**src/rtl/mac_dot_sat.sv**
```systemverilog
// Multi-lane signed dot-product MAC with per-step saturating accumulation and sticky clip flags.
// Two-stage pipeline (lane product sum, then accumulate); emits one result per LEN accepted samples.
module mac_dot_sat #(
  parameter int A_W   = 8,
  parameter int B_W   = 8,
  parameter int LANES = 1,
  parameter int ACC_W = 26,
  parameter int LEN   = 4
) (
  input  logic                    clk,
  input  logic                    rst_n,
  input  logic                    clr_n,
  input  logic                    in_vld,
  input  logic [LANES*A_W-1:0]    a,
  input  logic [LANES*B_W-1:0]    b,
  output logic signed [ACC_W-1:0] acc,
  output logic                    sat_hi,
  output logic                    sat_lo,
  output logic signed [ACC_W-1:0] res,
  output logic                    res_vld,
  output logic                    res_sat_hi,
  output logic                    res_sat_lo
);

  localparam int PR_W  = A_W + B_W;
  localparam int P_W   = PR_W + $clog2(LANES);
  localparam int S_W   = ACC_W + 1;
  localparam int CNT_W = (LEN > 1) ? $clog2(LEN) : 1;
  localparam int LAST  = (LEN > 0) ? LEN - 1 : 0;

  localparam logic signed [ACC_W:0]   MAX_S = {2'b00, {(ACC_W-1){1'b1}}};
  localparam logic signed [ACC_W:0]   MIN_S = {2'b11, {(ACC_W-1){1'b0}}};
  localparam logic signed [ACC_W-1:0] MAX_A = {1'b0, {(ACC_W-1){1'b1}}};
  localparam logic signed [ACC_W-1:0] MIN_A = {1'b1, {(ACC_W-1){1'b0}}};

  // Stage 1: lane product sum
  logic signed [P_W-1:0]  p_d, p_q;
  logic                   p_vld_d, p_vld_q;
  logic signed [A_W-1:0]  a_l;
  logic signed [B_W-1:0]  b_l;
  logic signed [PR_W-1:0] prod;

  always_comb begin
    p_d  = '0;
    a_l  = '0;
    b_l  = '0;
    prod = '0;
    for (int i = 0; i < LANES; i++) begin
      a_l  = a[i*A_W +: A_W];
      b_l  = b[i*B_W +: B_W];
      prod = PR_W'(a_l) * PR_W'(b_l);
      p_d  = p_d + P_W'(prod);
    end
    p_vld_d = in_vld;
  end

  // Stage 2: accumulate with clipping; first term of a frame starts from zero
  logic signed [ACC_W-1:0] acc_d, acc_q, res_d, res_q, base, sat_v;
  logic signed [ACC_W:0]   s;
  logic                    sat_hi_d, sat_hi_q, sat_lo_d, sat_lo_q;
  logic                    res_vld_d, res_vld_q, res_hi_d, res_hi_q, res_lo_d, res_lo_q;
  logic [CNT_W-1:0]        cnt_d, cnt_q;
  logic                    first, hi, lo;

  always_comb begin
    first = (LEN > 0) && (cnt_q == '0);
    base  = first ? '0 : acc_q;
    s     = S_W'(base) + S_W'(p_q);
    hi    = (s > MAX_S);
    lo    = (s < MIN_S);
    sat_v = hi ? MAX_A : (lo ? MIN_A : s[ACC_W-1:0]);

    acc_d     = acc_q;
    sat_hi_d  = sat_hi_q;
    sat_lo_d  = sat_lo_q;
    cnt_d     = cnt_q;
    res_d     = res_q;
    res_hi_d  = res_hi_q;
    res_lo_d  = res_lo_q;
    res_vld_d = 1'b0;

    if (p_vld_q) begin
      acc_d    = sat_v;
      sat_hi_d = (first ? 1'b0 : sat_hi_q) | hi;
      sat_lo_d = (first ? 1'b0 : sat_lo_q) | lo;
      if (LEN > 0) begin
        if (cnt_q == CNT_W'(LAST)) begin
          cnt_d     = '0;
          res_d     = acc_d;
          res_hi_d  = sat_hi_d;
          res_lo_d  = sat_lo_d;
          res_vld_d = 1'b1;
        end else begin
          cnt_d = cnt_q + CNT_W'(1);
        end
      end
    end
  end

  always_ff @(posedge clk) begin
    if (!rst_n) begin
      p_q       <= '0;
      p_vld_q   <= 1'b0;
      acc_q     <= '0;
      sat_hi_q  <= 1'b0;
      sat_lo_q  <= 1'b0;
      cnt_q     <= '0;
      res_q     <= '0;
      res_hi_q  <= 1'b0;
      res_lo_q  <= 1'b0;
      res_vld_q <= 1'b0;
    end else if (!clr_n) begin
      // results of completed frames survive a clear
      p_vld_q   <= 1'b0;
      acc_q     <= '0;
      sat_hi_q  <= 1'b0;
      sat_lo_q  <= 1'b0;
      cnt_q     <= '0;
      res_vld_q <= 1'b0;
    end else begin
      p_q       <= p_d;
      p_vld_q   <= p_vld_d;
      acc_q     <= acc_d;
      sat_hi_q  <= sat_hi_d;
      sat_lo_q  <= sat_lo_d;
      cnt_q     <= cnt_d;
      res_q     <= res_d;
      res_hi_q  <= res_hi_d;
      res_lo_q  <= res_lo_d;
      res_vld_q <= res_vld_d;
    end
  end

  assign acc        = acc_q;
  assign sat_hi     = sat_hi_q;
  assign sat_lo     = sat_lo_q;
  assign res        = res_q;
  assign res_vld    = res_vld_q;
  assign res_sat_hi = res_hi_q;
  assign res_sat_lo = res_lo_q;

endmodule

```
**config.mk**
```make
export PLATFORM = sky130hd
export DESIGN_NAME = mac_dot_sat
export DESIGN_NICKNAME = d
export VERILOG_FILES = /design/src/rtl/mac_dot_sat.sv
export SDC_FILE = /design/constraint.sdc
export NUM_CORES = 1
export LEC_CHECK = 0
export ABC_AREA = 1
export CAP_MARGIN = 40
export CORE_MARGIN = 4
export CORE_UTILIZATION = 40
export DETAILED_ROUTE_END_ITERATION = 10
export PLACE_DENSITY = 0.56
export SYNTH_ARGS = -nofsm -noshare
export SYNTH_HDL_FRONTEND = slang
export SYNTH_SLANG_ARGS = --single-unit
```
**constraint.sdc**
```tcl
create_clock -name clk -period 7.42 [get_ports clk]
set_clock_uncertainty 0.1 [all_clocks]
set_input_delay 2.226 -clock clk [delete_from_list [all_inputs] [get_ports clk]]
set_output_delay 2.226 -clock clk [all_outputs]
set_load 0.01 [all_outputs]
```
==> out/metrics.csv, run 1 <==
metric,value,unit
outcome,finished clean,
Worst-Skew Late Latency,0.34,ns
WL final,18700,microns
Combinational Power Share,55.6,%
nets,1320,
switching share of power,45.6,%
"Data required, critical path",7.56,ns
post-route setup TNS,0,ns
pin count of the biggest net entering global routing,44,
max-cap violation count,0,
post-synthesis cell area,7880,sq um
Avg Synthesized Cell Area,6.94,sq um
RSZ-0062 raised after global routing,no,
FP Rows,51,
core area,19400,sq um
YS warnings,0,
postcts setup bufs,0,
Synth Area in Compound Gates,10.4,%
TritonCTS clock tree,done,
Leak,4.79,nW
CTS Buf Count,9,
Net Sw Power,0.957,mW
drt wl/cell,12.8,microns
"Arr. time, crit path",6.84,ns
Hold/Removal Path Class,flip-flop to flip-flop,
Final Hold Viols,0,
worst vdd rail ir drop,0.000169,V
drt pass-1 iters,5,
Clock Sinks,76,
post-synthesis instance total,1135,
Synth top area share,19.3,%
Hold Path Origin,cnt_q[1],
PwrDens,229,nW/um^2
worst r2r src,cnt_q[0],
critical path class,input pin to flip-flop,
Area contributors post-synth,"dfxtp_1 (19%), fa_1 (14%), inv_1 (12%), nand2_1 (12%), ha_1 (9.1%)",
fmax,149,MHz
setup slack on the worst flop-to-flop path,3.65,ns
ys async rst share,0,%
Post-synth EDFFs,0,
sequential area share after synthesis,19.3,%
Via-to-Cell Ratio,4.64,
diode count,0,
Hold Path End,cnt_q[1],
adder-cell area share of the yosys netlist,23.3,%
Worst Hold Depth,2,
Area Overhead vs Synth,16.2,%
antenna-violating nets left,0,
first-pass GRT wire length,32300,microns
HPWL after DPL,15200,microns
worst reg-to-reg path cell count,17,
fin crit share,90.3,%
Die Span Y,148,microns
DRC errors left,0,
PostCTS Resize Cnt,0,
#FFs+latches synth,76,
IO Port Bufs,76,
Post-Synth XOR/XNOR Area,3.56,%
Synth area leader,dfxtp_1,
vias in the first global route,6679,
Crit. End Element,flip-flop,
Slew Limit Fails,0,
Clk pwr share,22.0,%
fraction of layout cells with a size suffix above 1,8.64,%
hold_buf cts,0,
slew margin rel.,48.4,%
initial antenna violation count,0,
die area,22000,sq um
power consumption,2.10,mW
synthesized net count,1268,
clk slew on worst S/H paths,0.06,ns
Final GP Congestion,0.891,
Setup Viol. Count Final,0,
Worst Max-Slew Pin Slew,0.772,ns
Ports,77,
post-synthesis mux area share,0,%
Sequential Power Share,22.4,%
post-route minimum period,6.70,ns
CTS root buf,clkbuf_16,
DR vias,6758,
CP max FO,8,
largest family of logic cells by synthesized area,simple AND/OR/NAND/NOR gates,
DRT iter0 DRCs,317,
Post-Synth Simple-Gate Area,28.0,%
"Distinct cells, synth",40,
CTS Buffer Depth,2,
Die X-Extent,148,microns
CP Launch Type,input pin,
total congestion overflow,0,
Int Pwr,1.14,mW
ys flop type,dfxtp_1,
RR Endpoint,sat_hi,
most frequent cells in the layout,"inv_1 (258), nand2_1 (255), nor2_1 (93)",
"commonest non-fill, non-tap cell in the layout",inv_1,
htree depth,3,
initial core utilization,40.6,%
gr usage total,17.7,%
## per-layer routing
| layer | up-vias | global-route usage (%) | share of wire (%) |
|---|---|---|---|
| met4 | 0 | 3.74 | 1.0 |
| met2 | 115 | 28.0 | 43 |
| li1 | 3516 | - | - |
| met3 | 12 | 2.07 | 4.0 |
| met5 | - | 0 | 0 |
| met1 | 3115 | 26.2 | 52 |
## Yosys cell counts, types with 11 or more instances
cell,instances
nand3_2,26
o21bai_1,12
ha_1,57
xor2_1,21
fa_1,56
clkbuf_1,32
o21a_1,24
nand3_1,42
nand2_4,17
nor2_1,94
inv_1,258
dfxtp_1,76
nand2_1,255
a21oi_1,60
o21ai_0,31
xnor2_1,11
## worst max-delay path by stage
stage | cells past startpoint | startpoint | end | slack [ns]
6_report | 21 | b[0] | p_q[15] | 0.72
5_1_grt | 21 | b[0] | p_q[15] | 0.16
3_5_place_dp | 21 | b[0] | p_q[15] | 0.32
2_1_floorplan | 18 | a[0] | p_q[12] | 1.10
3_3_place_gp | 21 | b[0] | p_q[15] | 0.40
4_1_cts | 21 | b[0] | p_q[15] | 0.67
## logic make-up after synthesis
group	count (synthesis)
flip-flops	76
buffers and inverters	308
AND/OR/NAND/NOR	468
adder cells (fa/ha/maj)	113
AO/OA/AOI/OAI	138
XOR/XNOR	32
## worst max-delay path, stage by stage
cell	delay, ns
clkdlybuf4s50_1	0.59
nand2_1	0.20
inv_1	0.06
ha_1	0.39
inv_1	0.13
fa_1	0.67
inv_1	0.13
fa_1	0.54
inv_1	0.05
fa_1	0.52
inv_1	0.04
ha_1	0.31
inv_1	0.08
o21ai_0	0.17
inv_1	0.07
o311ai_0	0.29
nor2_1	0.09
nand3_1	0.08
nand2_1	0.05
nor2_1	0.11
nor2_1	0.04
## state kept, by name, indices dropped and copies added, names as in the netlist
name,count
sat_hi,1
acc,26
cnt_q,2
res_vld,1
res_sat_lo,1
res,26
sat_lo,1
res_sat_hi,1
p_q,16
p_vld_q,1
## metrics by stage
step / setup WS (ns) / hold WS [ns] / util, % / std cells / cell area, sq um
after global routing: 0.164 / 0.433 / 47.2 / 1457 / 9150
after floorplan: 1.10 / 0.355 / - / 1135 / 7880
final: 0.718 / 0.399 / 47.2 / 1457 / 9150
after CTS: 0.667 / 0.398 / 47.2 / 1457 / 9150
after detailed placement: 0.320 / 0.388 / 45.6 / 1441 / 8840
after global placement: 0.402 / 0.374 / 45.4 / 1439 / 8810
## power by group through the flow
stage | logic [mW] | clock network (mW) | registers [mW]
2_1_floorplan | 0.964 | 0 | 0.469
3_3_place_gp | 1.17 | 0 | 0.480
3_5_place_dp | 1.18 | 0 | 0.479
4_1_cts | 1.19 | 0.475 | 0.470
5_1_grt | 1.36 | 0.491 | 0.473
6_report | 1.17 | 0.462 | 0.469
## cell type report
| type | instances | area (sq um) |
|---|---|---|
| multi-input cells | 751 | 5140 |
| fillers | 2094 | 10200 |
| inverters | 262 | 983 |
| clock buffers | 10 | 239 |
| flip-flops and latches | 76 | 1520 |
| repair buffers | 87 | 863 |
| clock inverters | 6 | 70.1 |
| well taps | 265 | 332 |
Note: power is estimated with default switching activity, not from simulation.
==> run 2: changes to the inputs <==
Settings changed: CORE_UTILIZATION 40 to 30, GPL_TIMING_DRIVEN set to 0, PLACE_DENSITY 0.56 to 0.44.
==> run 2 against run 1 <==
  * Worst setup slack gained 0.022 ns
  * Hold slack lost 0.0029 ns
  * Sequential cell count is the same
  * Final cell count grew 6.2%
  * Largest cell class unchanged
==> out/metrics.csv, run 2 (same netlist as run 1, synthesis figures left out) <==
metric,value,unit,change
antenna-violating nets left,0,,unchanged
HPWL after DPL,18200,microns,+20%
WL final,21600,microns,+16%
Final Hold Viols,0,,unchanged
Ports,77,,unchanged
most frequent cells in the layout,"inv_1 (258), nand2_1 (255), nor2_1 (94)",,
drt pass-1 iters,5,,unchanged
CP max-delay cell,fa_1,,
fmax,150,MHz,+0.32%
initial antenna violation count,0,,unchanged
"commonest non-fill, non-tap cell in the layout",inv_1,,
total congestion overflow,0,,unchanged
slew margin rel.,51.3,%,+2.9 points
post-route insts no fill,1547,,+6.2%
CTS Buf Count,9,,unchanged
Leak,4.77,nW,-0.46%
DRT iter0 DRCs,305,,-3.8%
setup slack on the worst flop-to-flop path,3.71,ns,+0.06 ns
Worst Max-Slew Pin Slew,0.728,ns,-0.0440 ns
pin count of the biggest net entering global routing,16,,-64%
worst hold slack,0.396,ns,-0.00288 ns
critical path cell sequence,"clkdlybuf4s50_1, inv_1, or2_2, fa_1, fa_1, inv_1, fa_1, inv_1, fa_1, inv_1, ha_1, a21oi_1, o21ai_0, a21oi_1, nor2_1, nor2_1, xor2_1, o21ai_0, inv_1",,
clk slew on worst S/H paths,0.07,ns,about the same
post-route setup TNS,0,ns,unchanged
Sequential Power Share,22.1,%,-0.3 points
CP Launch Type,input pin,,
worst vdd rail ir drop,0.000128,V,-24%
hold_buf cts,0,,unchanged
drt wl/cell,14.0,microns,+9.0%
Via-to-Cell Ratio,4.37,,-5.8%
Clk pwr share,20.4,%,-1.6 points
nets,1340,,+1.5%
initial core utilization,30.4,%,-10 points
outcome,finished clean,,
DR vias,6758,,unchanged
Combinational Power Share,57.5,%,+1.9 points
Int Pwr,1.12,mW,-1.5%
Die X-Extent,170,microns,+15%
CP peak stage delay,0.54,ns,-0.13 ns
Final GP Congestion,0.832,,-6.6%
FP Rows,59,,+16%
IO Port Bufs,61,,-20%
RSZ-0062 raised after global routing,no,,
Die Span Y,170,microns,+15%
die area,28900,sq um,+31%
family with the most delay on the worst path,adder cells,,
Buffers & Inverters on Critical Path,6,,-2
PwrDens,231,nW/um^2,+0.89%
htree depth,3,,unchanged
Net Sw Power,1.00,mW,+4.6%
Slew Limit Fails,0,,unchanged
first-pass GRT wire length,36100,microns,+12%
Worst-Skew Late Latency,0.35,ns,about the same
worst r2r src,cnt_q[0],,
Setup Slack @ Placement,0.375,ns,+0.0545 ns
Hold Path Origin,cnt_q[1],,
CTS Buffer Depth,2,,unchanged
CTS root buf,clkbuf_16,,
Worst path most repeated cell,inv_1,,
Clock Sinks,76,,unchanged
CP max FO,9,,+1
gr usage total,15.6,%,-2.1 points
postcts setup bufs,0,,unchanged
post-route minimum period,6.68,ns,-0.0216 ns
Area Overhead vs Synth,16.7,%,
DRC errors left,0,,unchanged
"Arr. time, crit path",6.88,ns,+0.04 ns
final worst slack,0.739,ns,+0.0216 ns
vias in the first global route,6931,,+3.8%
placed insts,1531,,+6.2%
core area,25900,sq um,+34%
Hold/Removal Path Class,flip-flop to flip-flop,,
PostCTS Resize Cnt,0,,unchanged
fin crit share,90.0,%,-0.29 points
critical path class,input pin to flip-flop,,
"Data required, critical path",7.61,ns,+0.05 ns
Crit. End Element,flip-flop,,
Critical Path Source,b[7],,
switching share of power,47.1,%,+1.5 points
Setup Viol. Count Final,0,,unchanged
TritonCTS clock tree,done,,
fraction of layout cells with a size suffix above 1,8.50,%,-0.14 points
max-cap violation count,0,,unchanged
diode count,0,,unchanged
## run 2: stage by stage
| step | power (mW) | instance area, sq um | util (%) |
|---|---|---|---|
| detailed placement | 1.71 | 8910 | 34.4 |
| global route | 2.35 | 9190 | 35.5 |
| floorplan | 1.43 | 7880 | - |
| CTS | 2.16 | 9190 | 35.5 |
| global placement | 1.72 | 8910 | 34.4 |
| finish | 2.13 | 9190 | 35.5 |
## run 2: area by class of cell
type | count | area [sq um]
Tap cell | 335 | 419
Inverter | 262 | 983
Clock inverter | 7 | 58.8
Sequential cell | 76 | 1520
Buffer | 46 | 235
Timing Repair Buffer | 61 | 611
Clock buffer | 9 | 225
Multi-Input combinational cell | 751 | 5140
Fill cell | 2884 | 16700
## run 2: worst paths after layout
path                    to  cells after the start
setup / recovery   p_q[12]                     19
hold reg to reg   cnt_q[1]                      2
hold / removal    cnt_q[1]                      2
setup reg to reg   acc[20]                     20
## run 2: worst min-delay path, delay by kind of cell (launching register included)
family	cells	cell delay, ns
compound gates	1	0.06
flops	1	0.31
buf+inv	1	0.07
## run 2: power by group through the flow
stage	Combinational, mW	Clock [mW]	Sequential, mW
2_1_floorplan	0.964	0	0.469
3_3_place_gp	1.24	0	0.479
3_5_place_dp	1.23	0	0.479
4_1_cts	1.24	0.445	0.470
5_1_grt	1.41	0.467	0.474
6_report	1.22	0.434	0.469
## run 2: layer usage
layer | share of wire, % | global-route usage (%)
met5 | 0 | 0
met4 | 0.98 | 3.26
met3 | 3.1 | 1.70
met2 | 45 | 25.9
met1 | 51 | 22.0
==> run 3: changes to the inputs <==
Settings changed: SLEW_MARGIN set to 15.
==> results of run 3 <==
Final layout, timing and power as in run 2 (identical DEF).
